$ cat config.mk
export PLATFORM = sky130hd
export DESIGN_NAME = prio_encoder_rr
export DESIGN_NICKNAME = d
export VERILOG_FILES = /design/src/rtl/prio_encoder_rr.sv
export SDC_FILE = /design/constraint.sdc
export NUM_CORES = 1
export LEC_CHECK = 0
export ABC_AREA = 1
export ABC_CLOCK_PERIOD_IN_PS = 3400
export CAP_MARGIN = 20
export CORE_ASPECT_RATIO = 0.7
export CORE_MARGIN = 2
export CORE_UTILIZATION = 45
export DETAILED_ROUTE_END_ITERATION = 7
export HOLD_SLACK_MARGIN = 0.15
export PLACE_DENSITY_LB_ADDON = 0.1
export SYNTH_ARGS = -nofsm -noshare
export SYNTH_HDL_FRONTEND = slang
export SYNTH_SLANG_ARGS = --single-unit
$ cat constraint.sdc
create_clock -name clk -period 3.4 [get_ports clk]
set_clock_uncertainty 0.2 [all_clocks]
set_input_delay 0.68 -clock clk [delete_from_list [all_inputs] [get_ports clk]]
set_output_delay 0.68 -clock clk [all_outputs]
set_load 0.01 [all_outputs]
$ cat src/rtl/prio_encoder_rr.sv
// Registered N-way priority encoder: LSB-first, MSB-first or round-robin per sample.
// One-cycle latency; a held result blocks capture until out_ready, so in_ready = !out_valid || out_ready.
module prio_encoder_rr #(
  parameter int N = 8,
  parameter int W = $clog2(N)
) (
  input  logic         clk,
  input  logic         rst,
  input  logic [N-1:0] req,
  input  logic [1:0]   mode,
  input  logic         in_valid,
  output logic         in_ready,
  output logic         out_valid,
  input  logic         out_ready,
  output logic [W-1:0] idx,
  output logic [N-1:0] grant,
  output logic         found
);

  logic         r_out_valid;
  logic [W-1:0] r_idx;
  logic [N-1:0] r_grant;
  logic         r_found;
  logic [W-1:0] r_ptr;

  logic         w_cap;
  logic         w_found;
  logic         w_hit;
  logic [W-1:0] w_idx;
  logic [N-1:0] w_grant;
  logic [W-1:0] w_ptr_nxt;
  int           w_k;

  assign in_ready = !r_out_valid || out_ready;
  assign w_cap    = in_valid && in_ready;

  always_comb begin
    w_found = |req;
    w_hit   = 1'b0;
    w_idx   = '0;
    w_k     = 0;
    case (mode)
      2'b01: begin
        for (int i = 0; i < N; i++)
          if (req[i]) w_idx = W'(i);
      end
      2'b10: begin
        // Scan starts at the pointer and wraps at N-1, not at 2**W.
        for (int i = 0; i < N; i++) begin
          w_k = int'(r_ptr) + i;
          if (w_k >= N) w_k = w_k - N;
          if (!w_hit && req[w_k]) begin
            w_hit = 1'b1;
            w_idx = W'(w_k);
          end
        end
      end
      default: begin
        for (int i = N - 1; i >= 0; i--)
          if (req[i]) w_idx = W'(i);
      end
    endcase
  end

  assign w_grant   = w_found ? ({{(N-1){1'b0}}, 1'b1} << w_idx) : '0;
  assign w_ptr_nxt = (w_idx == W'(N - 1)) ? '0 : w_idx + 1'b1;

  always_ff @(posedge clk) begin
    if (rst) begin
      r_out_valid <= 1'b0;
      r_idx       <= '0;
      r_grant     <= '0;
      r_found     <= 1'b0;
      r_ptr       <= '0;
    end else if (w_cap) begin
      r_out_valid <= 1'b1;
      r_idx       <= w_idx;
      r_grant     <= w_grant;
      r_found     <= w_found;
      if (mode == 2'b10 && w_found) r_ptr <= w_ptr_nxt;
    end else if (out_ready) begin
      r_out_valid <= 1'b0;
    end
  end

  assign out_valid = r_out_valid;
  assign idx       = r_idx;
  assign grant     = r_grant;
  assign found     = r_found;

endmodule

* Yosys cells after proc, flatten, opt, wreduce, memory -nomap -nowiden
Cells that the tools add are included.
** Word-level totals
- Bits in registers :: 16
- Input port bits :: 14
- Output and inout port bits :: 14
** Cells by class
- Eq/ne operators :: 3
- Magnitude comparators :: 16
- Add/subtract/negate cells :: 16
- Shifts and indexed selects :: 1
- Multiplexer cells :: 82
- Reduce and logical (&&, ||, !) cells :: 21
** Operator list (count)
- $mux 32 :: 16
- $lt 32x5->1 const B :: 8
- $mux 3 :: 23
- $sub 4x4->5 const B :: 7
- $mux 1 :: 33
- $ge 4x4->1 const B :: 7
- $bmux 1 s3 :: 8
- $add 3x3->4 const B :: 4
- $logic_and 1x1->1 :: 9
- $add 3x2->4 const B :: 2
- $logic_not 1->1 :: 8
- $mux 8 :: 1
- $reduce_or 8->1 :: 1
- $shl 1x3->8 const A :: 1
- $pmux 3 s2 :: 1
- $sub 3x4->5 const B :: 1
- $add 3x1->4 const B :: 1
- $ge 3x4->1 const B :: 1
- $add 3x1->3 const B :: 1
- $eq 3x3->1 const B :: 1
- $eq 2x1->1 const B :: 1
- $eq 2x2->1 const B :: 1
- $reduce_and 2->1 :: 1
- $reduce_bool 2->1 :: 1
- $logic_or 1x1->1 :: 1

* Depth between registers and ports, before layout
- Depth after elaboration :: 38
- Depth in mapped cells :: 24
- Mapped depth without buffers :: 22

* Worst setup path after synthesis
No wires, ideal clock.
- Kind :: register to register
- Start :: reg r_ptr[0]
- End :: reg r_ptr[2]
- Arrival time :: 2.956 ns
- Path buffers :: 2
- Path slack :: 0.124 ns
- Required time :: 3.080 ns
- Period minus slack after synthesis :: 3.276 ns
- Stages on the path, launching flop included :: 23
- Library setup time :: 0.120 ns
- Cell sequence :: dfxtp_1 -> buf_6 -> inv_2 -> buf_6 -> ha_1 -> inv_1 -> nand3_1 -> nand3_2 -> nand2_4 -> nor2_8 -> nand4_4 -> nor2_4 -> nand3_1 -> o21ai_0 -> inv_1 -> nand2_1 -> nand3_1 -> nand2_1 -> inv_1 -> ha_1 -> ha_1 -> o21ai_0 -> a21oi_1
** On the way
- Longest elaborated chain between the ends :: 38
- Elaborated cells between the ends (all ways) :: 103
- Classes of those cells :: add/sub (16); order compare (8); eq/ne (1); mux (64); reduce/logical (14)
** Ends and longest elaborated chain
- start: declaration :: line 24 : logic [W-1:0] r_ptr;
- start signal: assignment :: line 80 : if (mode == 2'b10 && w_found) r_ptr <= w_ptr_nxt;
- parallel branches: the longest is 34 deep, another holds $sub 4x4->5
- $mux 3 * :: line 52 : if (!w_hit && req[w_k]) begin
- $pmux 3 s2 * :: line 42 : case (mode)
- via w_idx[1] :: line 29 : logic [W-1:0] w_idx;
- $add 3x1->3 or $eq 3x3->1 (tied branches) :: line 66 : assign w_ptr_nxt = (w_idx == W'(N - 1)) ? '0 : w_idx + 1'b1;
- $mux 3 * :: line 66
- via w_ptr_nxt[2] :: line 31 : logic [W-1:0] w_ptr_nxt;
Mark *: on every way through the listed nets, which the timed path passes. The select of a mux whose other input is x is not followed.
A chain may end at the register's enable or synchronous reset.

* Worst setup path in the final report
Ends and elaborated chain as after synthesis.

==> run_results.csv <==
group,metric,value,unit
outcome,status,"complete, no violations",
global_routing,grt_pass1_wl,7000,um
final_layout,final_cells,361,
timing,worst_pin_slew,493,ps
worst_setup_path,critPathMaxFanout,10,
timing,hold_violations,0,
power_and_ir_drop,powerDensity,323,mW/mm^2
synth,synth.avg_cell_area,6.31,sq um
synth,yosys.area.top_type,"dfxtp_1",
timing,min_period,3140,ps
timing,fmax,319,MHz
synth,netlist_instances,254,
worst_setup_path,cp.arrival,3080,ps
placement,place_inst,357,
synth,yosysUniqueCellTypes,27,
synth,synth.most_common_cell,"nand2_1",
worst_setup_path,startpoint_type,"register",
timing,slew_headroom,0.670,
final_layout,diodes,0,
timing,drv_slew,0,
clock_network,cts.sinks,16,
drt,wl_per_cell,12.1,um
die,core.rowCount,18,
worst_setup_path,cp.required,3340,ps
flow_run,maxCapViolCount,0,
placement,place_congestion,0.877,
final_layout,design_area,0.00224,sq mm
final_layout,area_growth,39.7,%
synth,synth_fp_nets,277,
global_routing,grt.overflow.total,0,
placement,placed_area,0.00213,sq mm
power_and_ir_drop,max-vdd-ir-drop,250,uV
timing,fin_crit_sh,0.923,
synth,synth_edf_count,0,
drt,dr.pass1.iters,5,
worst_setup_path,end_kind,"register",
global_routing,grt_pass1_vias,1477,
timing,holdWs,262,ps
final_layout,final_net_count,335,
drt,ant_nets,0,
clock_network,clk_latency,250,ps
die,dieArea,0.00406,sq mm
hold_path,hp-class,"register to register",
clock_network,htreeDepth,1,
global_routing,antenna_found_initial,0,
synth,synthTopCellsByArea,"dfxtp_1 (20%), nand2_1 (17%), nand3_1 (11%), inv_1 (7.7%), ha_1 (7.0%)",
placement,io_buffers,27,
power_and_ir_drop,power,0.721,mW
drt,first_iter_violations,104,
clock_network,cts.path.max_buffers,2,
die,ioPinCount,28,
global_routing,grt_max_degree,13,
global_routing,grt_usage,0.230,
clock_network,post_cts_buffers,0,
worst_setup_path,path_class,"register to register",
synth,synthArstFlopShare,0,
clock_network,cts_tree,"yes",
timing,setup_viol,0,
synth,ys_warn_count,0,
die,coreArea,0.00347,sq mm
power_and_ir_drop,power_leakage,1.15,nW
drt,totalWireLength,4370,um
die,die_h,53.9,um
drt,drc,0,
clock_network,cts-buffers-inserted,3,
synth,synth_top_area_frac,0.200,
final_layout,final_util,0.645,
clock_network,clk_pin_slew,60,ps
placement,dp.final_hpwl,3510,um
synth,synth.cell_area,0.00160,sq mm
drt,vias_per_cell,4.88,
synth,yosysSeqAreaShare,0.200,
clock_network,root_buffer,"clkbuf_8",
synth,synth-main-ff-cell,"dfxtp_1",
final_layout,n_fill_cell,353,
clock_network,hold_buffers,0,
die,die_x,75.3,um
synth,synth_commonest_cells,"nand2_1 (71), nand3_1 (34), inv_1 (33)",
synth,yosys_register_bits,16,
drt,vias,1762,
die,initial_core_util,0.462,
final_layout,layout-drive-gt1-share,0.235,
-- sequential cells by signal (all words and copies together) (netlist names) --
register	count
grant	8
idx	3
r_ptr	3
found	1
out_valid	1
-- per-stage QoR --
step                      TNS, ps  worst slack [ps]
after CTS                       0              62.7
after global routing        -5.94             -5.94
after floorplan                 0               124
final                           0               262
after detailed placement     -650              -198
after global placement       -286              -152
-- cells by family (layout without fill, tap and decap cells) --
kind of cell | after synthesis | after routing | synth area share
buf+inv | 41 | 98 | 0.110
compound gates | 37 | 37 | 0.130
xor+xnor | 5 | 5 | 0.0273
fa+ha+maj | 9 | 9 | 0.0703
simple gates | 146 | 146 | 0.462
flops | 16 | 16 | 0.200
-- placed cells by master, fill, tap and decap left out, drive strengths merged --
cell / instances
a21oi: 19
and2: 1
buf: 32
clkbuf: 4
clkdlybuf4s50: 19
dfxtp: 16
dlymetal6s2s: 8
ha: 9
inv: 35
nand2: 79
nand3: 42
nand3b: 1
nand4: 5
nor2: 17
nor3: 1
o21ai: 16
o21bai: 2
xnor2: 2
xor2: 3
-- worst max-delay path: stages, from the launching register on --
cell and delay [ps]:
dfxtp_1 350, buf_4 200, ha_1 240, xor2_2 210
nand3_2 150, nand2_4 140, nor2_8 40, nand2_1 90
nor2_2 70, nand3_1 70, nand3_1 90, nor2_1 120
nand3_1 80, nand2_1 80, nand3_1 70, nand2_1 80
inv_1 60, ha_1 210, ha_1 270, o21ai_1 130
a21oi_1 50
-- power breakdown --
part           internal (mW)  switching (mW)
combinational          0.149           0.196
clock                  0.103          0.0657
sequential             0.199         0.00794
total                  0.451           0.270
-- per-layer routing --
metal	track usage	up-vias	wire, um
li1	-	936	-
met2	0.286	63	1690
met5	0	-	0
met3	0.0468	2	318
met1	0.389	761	2340
met4	0.0351	0	25
-- repair_timing --
item	in CTS	in global routing
resized for setup	0	19
hold endpoints to repair	0	0
setup endpoints to repair	0	10
-- final timing paths --
path	start	to	slack (ps)	depth (start not counted)
setup / recovery	r_ptr[0]	r_ptr[2]	260	20
hold / removal	grant[6]	grant[6]	260	2
setup reg to reg	r_ptr[0]	r_ptr[2]	260	20
hold reg to reg	grant[6]	grant[6]	260	2
-- layout make-up --
cell class / count / area [sq um] / area share
Sequential cell: 16 / 320 / 0.143
Multi-Input combinational cell: 197 / 1140 / 0.508
Inverter: 35 / 131 / 0.0587
Clock buffer: 4 / 55.1 / 0.0246
Tap cell: 50 / 62.6 / 0.0280
Timing Repair Buffer: 59 / 531 / 0.237
Note: power is estimated with default switching activity, not from simulation.
